==> src/rtl/fpu_pkg.sv <==
// Shared types for the FPU sharing blocks: adder tag layout, request bundle and arbiter states.
package fpu_pkg;

    localparam int unsigned ADDER_ID_W   = 2;
    localparam int unsigned ADDER_UTAG_W = 6;

    typedef struct packed {
        logic [63:0]             a;
        logic [63:0]             b;
        logic [ADDER_UTAG_W-1:0] utag;
        logic [63:0]             mult_operand;
    } adder_req_t;

    // Adder tag carries the requester index above the user tag.
    typedef struct packed {
        logic [ADDER_ID_W-1:0]   id;
        logic [ADDER_UTAG_W-1:0] utag;
    } adder_tag_t;

    typedef enum logic [0:0] {
        StRun,
        StDrain
    } arb_state_e;

endpackage

==> src/rtl/rr_arbiter.sv <==
// Round-robin arbiter: one-hot grant to the first eligible index after the pointer.
module rr_arbiter #(
    parameter int unsigned N = 4
) (
    input  logic                 clock,
    input  logic                 reset,
    input  logic [N-1:0]         eligible_i,
    input  logic                 advance_i,
    output logic [N-1:0]         grant_o,
    output logic [$clog2(N)-1:0] ptr_o
);

    localparam int unsigned PtrW = $clog2(N);

    logic [PtrW-1:0] ptr_q, ptr_d;
    logic [PtrW-1:0] cand_idx;
    int unsigned     cand;

    always_comb begin
        grant_o  = '0;
        ptr_d    = ptr_q;
        cand     = 0;
        cand_idx = '0;
        for (int k = 1; k <= int'(N); k++) begin
            cand     = (int'(ptr_q) + k) % int'(N);
            cand_idx = PtrW'(cand);
            if (advance_i && (grant_o == '0) && eligible_i[cand_idx]) begin
                grant_o[cand_idx] = 1'b1;
                ptr_d             = cand_idx;
            end
        end
    end

    // Next-state pointer: equals the granted index whenever a grant is made.
    assign ptr_o = ptr_d;

    always_ff @(posedge clock) begin
        if (reset) begin
            ptr_q <= '0;
        end else begin
            ptr_q <= ptr_d;
        end
    end

endmodule

==> src/rtl/double_adder_arbiter.sv <==
// Shares one pipelined double adder among NUM_REQ requesters with credits, routing and drain.
module double_adder_arbiter
    import fpu_pkg::*;
#(
    parameter int unsigned NUM_REQ = 4,
    parameter int unsigned ID_W    = ADDER_ID_W,
    parameter int unsigned UTAG_W  = ADDER_UTAG_W,
    parameter int unsigned MAX_OUT = 7
) (
    input  logic                      clock,
    input  logic                      reset,
    input  logic [NUM_REQ-1:0]        req_valid,
    output logic [NUM_REQ-1:0]        req_ready,
    input  logic [NUM_REQ*64-1:0]     req_a,
    input  logic [NUM_REQ*64-1:0]     req_b,
    input  logic [NUM_REQ*UTAG_W-1:0] req_utag,
    input  logic [NUM_REQ*64-1:0]     req_mult_operand,
    output logic                      adder_valid,
    output logic [63:0]               adder_a,
    output logic [63:0]               adder_b,
    output logic [ID_W+UTAG_W-1:0]    adder_tag,
    output logic [63:0]               adder_mult_operand,
    input  logic                      adder_stall,
    input  logic                      res_valid,
    input  logic [63:0]               res_z,
    input  logic [ID_W+UTAG_W-1:0]    res_tag,
    input  logic [63:0]               res_mult_operand,
    output logic [NUM_REQ-1:0]        rsp_valid,
    output logic [63:0]               rsp_z,
    output logic [UTAG_W-1:0]         rsp_utag,
    output logic [63:0]               rsp_mult_operand,
    input  logic                      flush_req,
    output logic                      flush_done,
    output logic                      busy,
    output logic                      err_sticky
);

    localparam int unsigned TagW = ID_W + UTAG_W;
    localparam int unsigned CntW = $clog2(MAX_OUT + 1);

    arb_state_e state_q, state_d;

    logic [NUM_REQ-1:0] eligible, grant;
    logic [ID_W-1:0]    gnt_id;
    logic               can_load, any_grant, any_cnt;

    logic               slot_valid_q, slot_valid_d;
    logic [63:0]        slot_a_q, slot_a_d, slot_b_q, slot_b_d, slot_mop_q, slot_mop_d;
    logic [TagW-1:0]    slot_tag_q, slot_tag_d;

    logic [CntW-1:0]    cnt_q [NUM_REQ];
    logic [CntW-1:0]    cnt_d [NUM_REQ];

    logic [NUM_REQ-1:0] rsp_valid_q, rsp_valid_d;
    logic [63:0]        rsp_z_q, rsp_z_d, rsp_mop_q, rsp_mop_d;
    logic [UTAG_W-1:0]  rsp_utag_q, rsp_utag_d;
    logic [ID_W-1:0]    res_id;
    logic               res_id_ok;

    logic               err_q, err_d, flush_done_q, flush_done_d;

    // The slot may take a new request if empty or if the adder consumes it this cycle.
    assign can_load  = !slot_valid_q || !adder_stall;
    assign any_grant = |grant;
    assign req_ready = grant;

    always_comb begin
        eligible = '0;
        for (int i = 0; i < int'(NUM_REQ); i++) begin
            eligible[i] = req_valid[i] && (cnt_q[i] < CntW'(MAX_OUT)) &&
                          (state_q == StRun) && !reset;
        end
    end

    rr_arbiter #(
        .N(NUM_REQ)
    ) u_rr_arbiter (
        .clock     (clock),
        .reset     (reset),
        .eligible_i(eligible),
        .advance_i (can_load),
        .grant_o   (grant),
        .ptr_o     (gnt_id)
    );

    always_comb begin
        slot_valid_d = slot_valid_q;
        slot_a_d     = slot_a_q;
        slot_b_d     = slot_b_q;
        slot_tag_d   = slot_tag_q;
        slot_mop_d   = slot_mop_q;
        if (can_load) begin
            slot_valid_d = any_grant;
            if (any_grant) begin
                slot_a_d   = req_a[int'(gnt_id)*64 +: 64];
                slot_b_d   = req_b[int'(gnt_id)*64 +: 64];
                slot_mop_d = req_mult_operand[int'(gnt_id)*64 +: 64];
                slot_tag_d = {gnt_id, req_utag[int'(gnt_id)*UTAG_W +: UTAG_W]};
            end
        end
    end

    assign res_id    = res_tag[TagW-1 -: ID_W];
    assign res_id_ok = ({1'b0, res_id} < (ID_W + 1)'(NUM_REQ));

    always_comb begin
        rsp_valid_d = '0;
        rsp_z_d     = rsp_z_q;
        rsp_utag_d  = rsp_utag_q;
        rsp_mop_d   = rsp_mop_q;
        if (res_valid) begin
            rsp_z_d    = res_z;
            rsp_utag_d = res_tag[UTAG_W-1:0];
            rsp_mop_d  = res_mult_operand;
            if (res_id_ok) begin
                rsp_valid_d[res_id] = 1'b1;
            end
        end
    end

    // Credits return when the response strobe is delivered to the requester.
    always_comb begin
        err_d   = err_q;
        any_cnt = 1'b0;
        if (res_valid && !res_id_ok) begin
            err_d = 1'b1;
        end
        for (int i = 0; i < int'(NUM_REQ); i++) begin
            cnt_d[i] = cnt_q[i];
            any_cnt  = any_cnt || (cnt_q[i] != '0);
            if (rsp_valid_q[i] && (cnt_q[i] == '0)) begin
                err_d = 1'b1;
            end
            if (grant[i] && !rsp_valid_q[i]) begin
                cnt_d[i] = cnt_q[i] + 1'b1;
            end else if (!grant[i] && rsp_valid_q[i] && (cnt_q[i] != '0)) begin
                cnt_d[i] = cnt_q[i] - 1'b1;
            end
        end
    end

    assign busy = slot_valid_q || any_cnt;

    always_comb begin
        state_d      = state_q;
        flush_done_d = 1'b0;
        unique case (state_q)
            StRun: begin
                if (flush_req) begin
                    state_d = StDrain;
                end
            end
            StDrain: begin
                if (!busy) begin
                    state_d      = StRun;
                    flush_done_d = 1'b1;
                end
            end
            default: state_d = StRun;
        endcase
    end

    always_ff @(posedge clock) begin
        if (reset) begin
            state_q      <= StRun;
            slot_valid_q <= 1'b0;
            slot_a_q     <= '0;
            slot_b_q     <= '0;
            slot_tag_q   <= '0;
            slot_mop_q   <= '0;
            rsp_valid_q  <= '0;
            rsp_z_q      <= '0;
            rsp_utag_q   <= '0;
            rsp_mop_q    <= '0;
            err_q        <= 1'b0;
            flush_done_q <= 1'b0;
            for (int i = 0; i < int'(NUM_REQ); i++) begin
                cnt_q[i] <= '0;
            end
        end else begin
            state_q      <= state_d;
            slot_valid_q <= slot_valid_d;
            slot_a_q     <= slot_a_d;
            slot_b_q     <= slot_b_d;
            slot_tag_q   <= slot_tag_d;
            slot_mop_q   <= slot_mop_d;
            rsp_valid_q  <= rsp_valid_d;
            rsp_z_q      <= rsp_z_d;
            rsp_utag_q   <= rsp_utag_d;
            rsp_mop_q    <= rsp_mop_d;
            err_q        <= err_d;
            flush_done_q <= flush_done_d;
            for (int i = 0; i < int'(NUM_REQ); i++) begin
                cnt_q[i] <= cnt_d[i];
            end
        end
    end

    assign adder_valid        = slot_valid_q;
    assign adder_a            = slot_a_q;
    assign adder_b            = slot_b_q;
    assign adder_tag          = slot_tag_q;
    assign adder_mult_operand = slot_mop_q;
    assign rsp_valid          = rsp_valid_q;
    assign rsp_z              = rsp_z_q;
    assign rsp_utag           = rsp_utag_q;
    assign rsp_mult_operand   = rsp_mop_q;
    assign flush_done         = flush_done_q;
    assign err_sticky         = err_q;

endmodule

==> config.mk <==
export PLATFORM = sky130hd
export DESIGN_NAME = double_adder_arbiter
export DESIGN_NICKNAME = d
export VERILOG_FILES = /design/src/rtl/fpu_pkg.sv /design/src/rtl/rr_arbiter.sv /design/src/rtl/double_adder_arbiter.sv
export SDC_FILE = /design/constraint.sdc
export NUM_CORES = 1
export LEC_CHECK = 0
export ABC_AREA = 0
export BUFFER_PORTS_ARGS = -buffer_cell sky130_fd_sc_hd__buf_2
export CAP_MARGIN = 10
export CELL_PAD_IN_SITES_DETAIL_PLACEMENT = 1
export CELL_PAD_IN_SITES_GLOBAL_PLACEMENT = 1
export CORE_AREA = 3 3 498 500
export DETAILED_ROUTE_END_ITERATION = 8
export DIE_AREA = 0 0 501 503
export PLACE_DENSITY_LB_ADDON = 0.1
export RECOVER_POWER = 25
export SYNTH_ARGS = -nofsm -noshare
export SYNTH_HDL_FRONTEND = slang
export SYNTH_SLANG_ARGS = --single-unit
==> constraint.sdc <==
create_clock -name clock -period 5.4 [get_ports clock]
set_clock_uncertainty 0.1 [all_clocks]
set_input_delay 1.62 -clock clock [delete_from_list [all_inputs] [get_ports clock]]
set_output_delay 1.62 -clock clock [all_outputs]
set_load 0.02 [all_outputs]
# Yosys cells after proc, flatten, opt, wreduce, memory -nomap -nowiden
# Memory sizes are Yosys's and may differ from the RTL's.
# Cells that the tools add are included.
# classes
n_mul	1
reduce_logical	72
n_addsub	12
n_lt_le_gt_ge	14
n_bitwise	9
muxes	49
n_shift	4
# ops
op	n
$shiftx A256 B9 Y64	3
$logic_and A1 B1 Y1	40
$mux W3	12
$shiftx A24 B6 Y6	1
$mux W1	19
$mux W4	4
$lt A2 B3 Y1 const B	5
$add A3 B1 Y3 const B	4
$logic_not A3 Y1	4
$logic_not A4 Y1	3
$lt A3 B3 Y1 const B	4
$or A4 B4 Y4	3
$reduce_bool A3 Y1	4
$sub A3 B1 Y3 const B	4
$logic_not A1 Y1	11
$demux W1 S2	5
$ge A2 B1 Y1 const B	5
$bmux W1 S2	4
$mux W2	4
$logic_or A1 B1 Y1	5
$add A2 B1 Y2 const B	2
$add A2 B2 Y2 const B	2
$mul A2 B2 Y4 const B	1
$or A1 B1 Y1	4
other kinds (6)	8
# word_totals
wordCells	175
ff_bits	344
memories	1
in_bits	937
mem_bits_rw	12
output_inout_bits	346
# mem_list
memory	words	width	read_ports	rd_clocked_by_memory_dff	write_ports	line	source
cnt_q	4	3	4	0	4	double_adder_arbiter.sv:51	logic [CntW-1:0] cnt_q [NUM_REQ];

# Logic depth before layout (Yosys ltp)
# An unclocked memory read counts as a cell.
# logic_depth
depth_word	27
mapped_depth	17
mapped_depth_nobuf	16

# By module
# Synthesis repeated with hierarchy kept, for this count alone.
# hier_totals
hier_cells	1793
hier_area_um2	18923.1
# modules_own_cells
module	cells_each	seq_area_each_um2	n_inst	area_per_inst_um2
double_adder_arbiter	1710	7086.8	1	18201.2
rr_arbiter	83	40.0	1	721.9

# Worst setup path after synthesis
# Ideal clock, no wire load.
# synth_timing
path_type	input to output
from	in reset
to	out req_ready[2]
required_time_ns	3.680
arrival_time_ns	3.665
cell_stages	9
setup_slack_ns	0.015
n_path_buf	2
cell_sequence	buf_2 -> a211o_1 -> nor3b_1 -> o2bb2ai_1 -> nor3_1 -> nor4_1 -> and2_1 -> a21o_1 -> clkbuf_1
# synth_via
elab_chain_cells	18
word_cells_on_any_way	30
classes_between	12 x mux; 3 x bitwise; 15 x reduce/logical
# synth_lines
item	line	source
start: declaration	double_adder_arbiter.sv:11	input logic reset,
$logic_not A1 Y1 *	double_adder_arbiter.sv:71	(state_q == StRun) && !reset;
$logic_and A1 B1 Y1	double_adder_arbiter.sv:71	
$bmux W1 S2	rr_arbiter.sv:27	if (advance_i && (grant_o == '0) && eligible_i[cand_idx]) begin
$mux W1 (not written as such)	rr_arbiter.sv:27	
$logic_and A1 B1 Y1	rr_arbiter.sv:27	
$mux W4	rr_arbiter.sv:27	
$logic_not A4 Y1	rr_arbiter.sv:27	
$logic_and A1 B1 Y1 (2 in a row)	rr_arbiter.sv:27	
$mux W4	rr_arbiter.sv:27	
$logic_not A4 Y1	rr_arbiter.sv:27	
$logic_and A1 B1 Y1 (2 in a row)	rr_arbiter.sv:27	
$mux W4	rr_arbiter.sv:27	
$logic_not A4 Y1	rr_arbiter.sv:27	
$logic_and A1 B1 Y1 (2 in a row)	rr_arbiter.sv:27	
$mux W4 *	rr_arbiter.sv:27	
end: declaration	double_adder_arbiter.sv:13	output logic [NUM_REQ-1:0] req_ready,
# Mark *: on every way between the ends. The rest lies on a longest branch, timed or not. The select of a mux whose other input is x is not followed.

# Final worst setup path
# layout_timing
from	in adder_stall
to	out req_ready[1]
# layout_via
elab_chain_cells	16
word_cells_on_any_way	19
classes_between	4 x mux; 3 x bitwise; 12 x reduce/logical
# layout_lines
item	line	source
start: declaration	double_adder_arbiter.sv:23	input logic adder_stall,
$logic_not A1 Y1 *	double_adder_arbiter.sv:63	assign can_load = !slot_valid_q || !adder_stall;
$logic_or A1 B1 Y1 *	double_adder_arbiter.sv:63	
$logic_and A1 B1 Y1	rr_arbiter.sv:27	
$mux W4	rr_arbiter.sv:27	
$logic_not A4 Y1	rr_arbiter.sv:27	
$logic_and A1 B1 Y1 (2 in a row)	rr_arbiter.sv:27	
$mux W4	rr_arbiter.sv:27	
$logic_not A4 Y1	rr_arbiter.sv:27	
$logic_and A1 B1 Y1 (2 in a row)	rr_arbiter.sv:27	
$mux W4	rr_arbiter.sv:27	
$logic_not A4 Y1	rr_arbiter.sv:27	
$logic_and A1 B1 Y1 (2 in a row)	rr_arbiter.sv:27	
$mux W4 *	rr_arbiter.sv:27	
# Mark *: on every way between the ends. The rest lies on a longest branch, timed or not.

==> reports/metrics.csv <==
stage,metric,value,unit
run_status,outcome,"finished, violations left",
run_status,failing checks,"capacitance limit, slew limit",
drt,WL final,173000,um
yosys,area share of fa/ha/maj cells after synthesis,1.01,%
critical_path,most frequent CP cell,buf_6,
clock_network,clock root buffer,clkbuf_16,
timing,RSZ-0062 raised after global routing,true,
global_route,Tot GR Track Use,12.9,%
power_and_ir_drop,maximum vdd drop,0.371,mV
worst_hold_path,Worst Hold Class,flop to flop,
power_and_ir_drop,Power Density,779,nW/um^2
critical_path,worst-path cell chain,buf_6 > a211o_4 > nor3b_4 > o2bb2ai_2 > nor3_2 > nor4_2 > buf_4 > nand2_4 > o21ai_4 > buf_6,
critical_path,Buf/Inv on CP,3,
clock_network,clk slew on worst S/H paths,0.05,ns
die,Die H,503,um
critical_path,Critical Path RT,3.68,ns
placement,HPWL after DPL,145000,um
yosys,ranking of synthesized cells by area,"dfxtp_1 40%, nand2_1 17%, a21oi_1 11%",
timing,Peak Freq,186,MHz
drt,average wire per cell in the routed design,24.6,um
yosys,"FF+latch count, synth",356,
critical_path,Top delay family on crit path,compound AO/OA/AOI/OAI gates,
power_and_ir_drop,Power Total,24700,uW
critical_path,crit path DAT,3.65,ns
cells_and_area,area added between synthesis and finish,77.3,%
timing,final-report hold violation count,0,
cells_and_area,layout cells sized above 1,39.8,%
placement,GP Congestion,0.775,
clock_network,clk_lat worst skew,0.74,ns
drt,drt first pass iters,5,
yosys,post-synthesis sequential area ratio,39.9,%
die,die area,252000,sq um
yosys,synthesized cell area,17900,sq um
yosys,post-synth top area cell,dfxtp_1,
power_and_ir_drop,sw power,12600,uW
yosys,synth unique cells,59,
yosys,number of synthesized flops with an enable pin,0,
clock_network,CTS sink cnt,356,
yosys,Synth Area in Compound Gates,23.3,%
clock_network,TritonCTS Buffers,61,
yosys,Synth Area in XOR/XNOR,0.343,%
critical_path,Crit. End Element,output port,
yosys,Yosys top cell area share,39.9,%
global_route,vias in the first global route,24562,
power_and_ir_drop,Logic pwr share,67.1,%
yosys,"Net Count, Synth",3344,
yosys,Post-Synthesis Cells,2395,
global_route,initial antenna violation count,209,
timing,fin crit share,99.4,%
yosys,mux contribution to synthesized area,8.32,%
die,IO Pins,1283,
drt,routed via count,23409,
global_route,remaining global-route overflow,0,
die,FP Rows,181,
global_route,first-pass GRT wire length,224000,um
power_and_ir_drop,Pleak,0.0157,uW
placement,Port Buf Inserts,1282,
critical_path,R2R setup slack,0.80,ns
critical_path,Worst Setup Path Type,primary input to output port,
cells_and_area,final net count,4666,
yosys,ys async rst share,0,%
timing,minimum clock period,5.37,ns
timing,Slew HR,-120,%
timing,final setup vio count,0,
yosys,Synth Area in Simple Gates,22.4,%
critical_path,slowest CP cell,a211o_4,
clock_network,H-tree depth,2,
timing,max-slew violations,85,
die,Die W,501,um
yosys,main flop type after synthesis,dfxtp_1,
clock_network,TritonCTS clock tree,built,
yosys,Ys Warns,0,
die,Initial Util,7.34,%
power_and_ir_drop,Int Power,12000,uW
power_and_ir_drop,Flop pwr share,15.9,%
critical_path,critical path startpoint category,primary input,
run,Max Cap Viol,1,
timing,Final TNS setup,0,ns
drt,DRT iter0 DRCs,988,
power_and_ir_drop,Switching Share,51.2,%
critical_path,"slowest stage delay, CP",0.34,ns
critical_path,CP max FO,5,
timing,slew of the pin with the lowest slew margin,3.31,ns
drt,DRC errors left,0,
global_route,largest net degree at the start of global routing,86,
yosys,main combinational cell family by area after synthesis,compound AO/OA/AOI/OAI gates,
drt,ANT nets after route,0,
power_and_ir_drop,Clk pwr share,17.1,%
die,core area,243000,sq um
drt,Avg Vias per Cell,3.34,
clock_network,CTS Buffer Depth,3,
yosys,average size of a mapped cell,7.46,sq um
==> synth_stat cells, drive strengths merged (5+ instances only) <==
cell / instances
a21oi: 403
mux2i: 143
a211o: 201
nor2: 164
inv: 8
xor2: 5
nand2: 805
nand3: 14
buf: 68
dfxtp: 356
ha: 8
nor3: 10
clkbuf: 123
and2: 5
o21ai: 5
==> repair_timing <==
action	in CTS	in global routing
gates resized for setup	17	31
gates cloned	0	1
endpoints found under the setup margin	4	4
pin swaps	2	9
hold buffers	0	0
buffers inserted	3	4
==> final timing paths <==
path                               from      endpoint  cells past startpoint
setup reg to reg  u_rr_arbiter.ptr_q[0]   adder_a[19]                     17
hold / removal              adder_b[14]   adder_b[14]                      1
hold reg to reg             adder_b[14]   adder_b[14]                      1
setup / recovery            adder_stall  req_ready[1]                     10
==> layout by cell type, fill, tap and decap left out, types with 3 or more instances in the layout <==
| cell type | n |
|---|---|
| clkbuf_16 | 61 |
| ha_1 | 4 |
| inv_1 | 7 |
| a211oi_1 | 3 |
| a31oi_1 | 3 |
| bufinv_16 | 4 |
| a21oi_1 | 402 |
| and2_1 | 4 |
| buf_4 | 116 |
| nand2_1 | 803 |
| nor3_1 | 8 |
| ha_2 | 3 |
| mux2i_1 | 142 |
| clkbuf_1 | 108 |
| clkbuf_8 | 14 |
| nand2b_1 | 4 |
| a211o_1 | 200 |
| dfxtp_1 | 355 |
| and3_1 | 3 |
| nor2_1 | 161 |
| nand3_1 | 12 |
| diode_2 | 48 |
| clkinvlp_4 | 5 |
| clkinv_16 | 3 |
| buf_12 | 48 |
| fa_1 | 4 |
| xor2_1 | 5 |
| buf_2 | 1185 |
| a32o_1 | 3 |
| a32oi_1 | 3 |
| a2bb2oi_2 | 3 |
| clkinv_2 | 11 |
| buf_6 | 7 |
==> state kept, by name, indices dropped and copies added, names as in the netlist <==
name / flops
rsp_utag: 6
adder_mult_operand: 64
rsp_z: 64
adder_valid: 1
cnt_q: 12
rsp_valid: 4
u_rr_arbiter.ptr_q: 2
adder_a: 64
adder_tag: 8
adder_b: 64
err_sticky: 1
flush_done: 1
rsp_mult_operand: 64
state_q: 1
==> area by class of cell <==
class	instances	area, sq um
Tap cell	3202	4010
Multi-Input combinational cell	1841	10100
Timing Repair Buffer	1449	8190
Antenna cell	48	120
Inverter	8	33.8
Sequential cell	356	7130
Fill cell	29281	212000
Clock buffer	91	1780
Clock inverter	24	313
==> power by group through the flow <==
| stage | Sequential (uW) | Combinational [uW] | Clock, uW |
|---|---|---|---|
| global placement | 3960 | 17400 | 0 |
| global route | 4010 | 18500 | 4560 |
| finish | 3910 | 16600 | 4220 |
| floorplan | 4610 | 7980 | 0 |
| CTS | 3930 | 17400 | 4480 |
| detailed placement | 3980 | 17300 | 0 |
==> cell families after synthesis <==
kind of cell	count (synthesis)
compound gates	647
xor+xnor	7
fa+ha+maj	12
buf+inv	199
flops	356
mux	147
simple gates	1027
==> per-layer routing <==
layer | routed length, um | share of wire [%] | track usage [%] | vias up
met1 | 63000 | 36 | 13.4 | 10879
met2 | 88800 | 51 | 24.2 | 1039
li1 | - | - | - | 10937
met4 | 3690 | 2.1 | 2.32 | 138
met5 | 932 | 0.54 | 0 | -
met3 | 16200 | 9.4 | 5.59 | 416
==> through the flow <==
stage                     cell area (sq um)  hold WS [ns]  util, %  worst slack [ns]  std cells
final                                 31700         0.354     13.0            0.0348       7019
after global routing                  31600         0.373     13.0           -0.0483       6991
after CTS                             31500         0.359     12.9           -0.0272       6966
after detailed placement              29300         0.344     12.0            -0.223       6848
after global placement                29300         0.339     12.0            -0.265       6848
after floorplan                       17900         0.402        -            0.0151       2395
Power figures use the tool's default switching activity.
